<file path="config.mk">
export PLATFORM = sky130hd
export DESIGN_NAME = add_round_key
export DESIGN_NICKNAME = d
export VERILOG_FILES = /design/src/rtl/aes_pkg.sv /design/src/rtl/ark_column.sv /design/src/rtl/add_round_key.sv
export SDC_FILE = /design/constraint.sdc
export NUM_CORES = 1
export LEC_CHECK = 0
export ABC_AREA = 1
export CORE_AREA = 2 2 199 201
export DETAILED_ROUTE_END_ITERATION = 8
export DIE_AREA = 0 0 201 203
export PLACE_DENSITY = 0.5
export SYNTH_ARGS = -nofsm -noshare
export SYNTH_HDL_FRONTEND = slang
export SYNTH_SLANG_ARGS = --single-unit
</file>
<file path="constraint.sdc">
create_clock -name clk -period 1.4 [get_ports clk]
set_clock_uncertainty 0.15 [all_clocks]
set_input_delay 0.28 -clock clk [delete_from_list [all_inputs] [get_ports clk]]
set_output_delay 0.28 -clock clk [all_outputs]
set_load 0.05 [all_outputs]
</file>
<file path="src/rtl/aes_pkg.sv">
// Shared AES datapath types and constants for the round pipeline blocks.
package aes_pkg;

  localparam int NB = 4;

  typedef logic [127:0] state_t;
  typedef logic [31:0]  word_t;
  typedef logic [7:0]   byte_t;

endpackage

</file>
<file path="src/rtl/ark_column.sv">
// One 32-bit state column of AddRoundKey: column XOR plus, when
// ADD_ROUND_KEY_PARITY_EN is defined, per-byte even parity of the result.
module ark_column
  import aes_pkg::*;
(
  input  word_t      data,
  input  word_t      key,
`ifdef ADD_ROUND_KEY_PARITY_EN
  output logic [3:0] parity,
`endif
  output word_t      out
);

  assign out = data ^ key;

`ifdef ADD_ROUND_KEY_PARITY_EN
  // parity[3] belongs to the most significant byte, matching state byte order
  always_comb begin
    parity = '0;
    for (int b = 0; b < 4; b++) begin
      parity[3-b] = ^out[31-8*b -: 8];
    end
  end
`endif

endmodule

</file>
<file path="src/rtl/add_round_key.sv">
// AES AddRoundKey: combinational data ^ key plus a registered copy with valid.
// Optional per-byte parity of the registered result: ADD_ROUND_KEY_PARITY_EN.
module add_round_key
  import aes_pkg::*;
#(
  parameter int NB = 4
) (
  input  logic         clk,
  input  logic         rst,
  input  logic         in_valid,
  input  logic [127:0] data,
  input  logic [127:0] key,
  output logic [127:0] out,
  output logic [127:0] out_reg,
`ifdef ADD_ROUND_KEY_PARITY_EN
  output logic [15:0]  out_parity,
`endif
  output logic         out_valid
);

  // Handshake: in_valid qualifies data/key for one cycle; there is no ready,
  // so every accepted pair yields out_valid exactly one cycle later.

  state_t xor_res;
`ifdef ADD_ROUND_KEY_PARITY_EN
  logic [15:0] par_res;
`endif

  // NB is only meaningful at 4; the column slicing below assumes 128 bits.
  for (genvar c = 0; c < NB; c++) begin : g_col
    ark_column u_col (
      .data   (data[127-32*c -: 32]),
      .key    (key[127-32*c -: 32]),
`ifdef ADD_ROUND_KEY_PARITY_EN
      .parity (par_res[15-4*c -: 4]),
`endif
      .out    (xor_res[127-32*c -: 32])
    );
  end

  assign out = xor_res;

  // The result register loads only on in_valid, so X operands on idle
  // cycles never reach out_reg.
  always_ff @(posedge clk) begin
    if (rst) begin
      out_reg    <= '0;
      out_valid  <= 1'b0;
`ifdef ADD_ROUND_KEY_PARITY_EN
      out_parity <= '0;
`endif
    end else begin
      out_valid <= in_valid;
      if (in_valid) begin
        out_reg    <= xor_res;
`ifdef ADD_ROUND_KEY_PARITY_EN
        out_parity <= par_res;
`endif
      end
    end
  end

endmodule

</file>
* Word level (Yosys, flattened, before mapping) *
Index checks and enable logic that the tools add are counted.

word-level totals
  register bits = 129
  bits of input ports = 259
  output and inout port bits = 257

cells by class
  bitwise operators = 4

operators with widths
  operator    number
  XOR 32 bit  4

* Depth between registers and ports, before layout *
  depth after elaboration = 1
  gate-level depth with buffers = 7

* Modules after synthesis *
A second synthesis with hierarchy kept.

unflattened totals
  cells, all modules = 1455
  area total of the unflattened synthesis = 7776.2 um^2

modules (own cells, without submodules)
  module         instances  cells an instance  area an instance (um^2)  sequential area each (um^2)
  add_round_key  1          815                5373.9                   2582.5
  ark_column     4          160                600.6                    0.0

* Worst setup path after synthesis *
OpenSTA, ideal clock, no wires.

  path kind = input -> register
  start = input port in_valid
  end = register out_reg[123]
  setup time = 0.109 ns
  arrival time = 0.910 ns
  data required time = 1.141 ns
  path slack = 0.231 ns
  stages = 7
  cells stage by stage = buf_2 > buf_4 > buf_4 > nor2_1 > nor2_1 > nand2_1 > inv_1

RTL lines
  element               line                 RTL
  start, declared       add_round_key.sv:10  input logic in_valid,
  end signal, assigned  add_round_key.sv:55  out_reg <= xor_res;
  end, declared         add_round_key.sv:14  output logic [127:0] out_reg,

* Worst setup path after layout *
  start = input port key[50]
  end = output port out[50]

on the way
  cells in the longest elaborated chain, start to end = 1

RTL lines
  element          line                 RTL
  start, declared  add_round_key.sv:12  input logic [127:0] key,
  XOR 32 bit       ark_column.sv:14     assign out = data ^ key;
  end, declared    add_round_key.sv:13  output logic [127:0] out,

No other way between the ends.

==> metrics.txt <==
leak pwr roughly 11 nW; Bufs on Longest Clock Path 2; drc violations 0; final critical-path share of the clock period 97.36%; Die H a little over 200 um; RSZ-0062 raised after global routing true; Hold Crit Depth 4; Placed Area about 18,000 um2; Vias 10,910; Fill cells 3,845; reg2reg end out_reg[28]; Core Box Area 38,470 um2; Multi-input gate area 4295 um2; io pins 516; htree depth 4; Critical Path Slowest Stage Cell dlygate4sd2_1; layout cells sized above 1 44.44%; Tmin final 1.363 ns; Slew Viols, Final 0; VDD IR max 0.0007793 V; final setup fails 0; first-pass GRT wire length between 50,000 and 60,000 um; Syn Inst Count 1,454; Worst Hold Class in2reg; Syn Area/Cell 5.395 um2; Num Clock Sinks 129; DR pass1 iterations 4; Reg clk slew, reported paths 0.06 ns; syn_nets 1,713; nets around 2,500; max incr delay on CP 0.26 ns; arrival time worst endpoint 0.93 ns; clock latency on the worst-skew pair 0.42 ns; crit path capture type output pin; ANT nets after route 0; startpoint types primary input; CTS tree built; worst r2r src out_reg[28]; status completed; GRT overflow 0; WL/cell roughly 13 um; Root Buffer clkbuf_16; total CTS buffers 17; Hold Fails Final Rpt 0; CP startpoint key[50]; Setup TNS Final 0 ns; Initial Util about a fifth; non-filler instance count after layout 2,772; die width 201 um; crit path cell chain dlygate4sd2_1, inv_1, nand2_1, nand2_2, buf_12; Die Area 40,800 um2; crit path kind in2out; post-route setup slack 0.03698 ns; Max Cap Violations 0; Tot Pwr 16.32 mW; max reg flops 128; Sequential cell area about 2800 um2; pre-CTS WS -0.2519 ns; drt total wl 35,990 um; IO buf count 515; Worst R2R Setup Slack 0.46 ns; Worst Tran Pin Value 0.2474 ns; most common cell after layout, fill and taps aside inv_1; Synth cell types 9; reg2reg path depth 5; GR Util All Layers roughly 18%; crit-path max FO 2; fin area 19,410 um2; Worst Path Required 0.97 ns; vias per inst 3.936; area added between synthesis and finish 147.4%; Max transition margin 83.51%; std cell rows ~70; register bit total from synthesis 129; fin util 50.47%; DP Cell Count 2,711; initial drt markers 280; end of the critical path out[50]; commonest cells after routing, fill and taps aside inv_1, buf_4, nand2_2, buf_12, nor2_1; GP Congestion 0.9153; Cell Area, Synth 7845 um2; largest net degree at the start of global routing 47; sequential-to-total area share from yosys stat 32.92%; initial antenna violation count 7; Pwr Density around 840 nW/um2; synth warn 0; number of global-route vias before repair 11,000; final hold slack 0.09213 ns; Hold-fix buffers, CTS 0; dpl hpwl 28,820 um; f_max 0.7337 GHz
## logic make-up (layout without fill, tap and decap cells)
family	count (synthesis)	count (layout)	synth area share, %
buf+inv	428	1222	22.12
flops	129	129	32.92
other cells	0	6	0
simple gates	897	897	44.96
## worst min path at each step
stage | endpoint | startpoint | slack, ns
floorplan | out_reg[0] | data[0] | 0.34
global placement | out_reg[101] | out_reg[101] | 0.42
detailed placement | out_reg[82] | out_reg[82] | 0.42
CTS | out_reg[123] | rst | 0.07
global route | out_reg[67] | rst | 0.09
finish | out_reg[67] | rst | 0.09
## synth_stat cells, drive strengths merged
cell type	number	area share, %
nand2	512	24
inv	385	18
nor2	257	12
dfxtp	129	33
nand3	128	8.2
buf	42	3.7
clkbuf	1	0.048
## worst max-delay path: cells and delay by family
| family | cells | cell delay [ns] |
|---|---|---|
| simple gates | 2 | 0.18 |
| buf+inv | 3 | 0.47 |
## power by group
group          switching [mW]  internal (mW)
Clock                    1.84           2.85
Sequential              0.278           4.00
Combinational            3.84           3.51
Total                    5.96           10.4
## cell type report
class                      instances  share of cell area [%]
tap                              518                   3.339
timing repair buffer             805                   49.71
clock inverter                    13                  0.8315
antenna                            6                 0.07734
sequential                       129                   14.19
inverter                         385                   7.444
multi-input combinational        897                   22.13
clock buffer                      19                   2.282
## layer usage
metal,up-vias,global-route usage (%),routed length (um)
met5,-,0,24
met4,4,5.582,928
met3,50,7.159,3211
met2,358,31.99,18180
met1,4808,18.39,13640
li1,5691,-,-
## what timing repair did
item,CTS,global route
pin swaps,20,1
endpoints found under the setup margin,256,16
gates resized for setup,680,9
cloned,0,0
endpoints found under the hold margin,0,0
buffers inserted,23,0
Note: power is estimated with default switching activity, not from simulation.
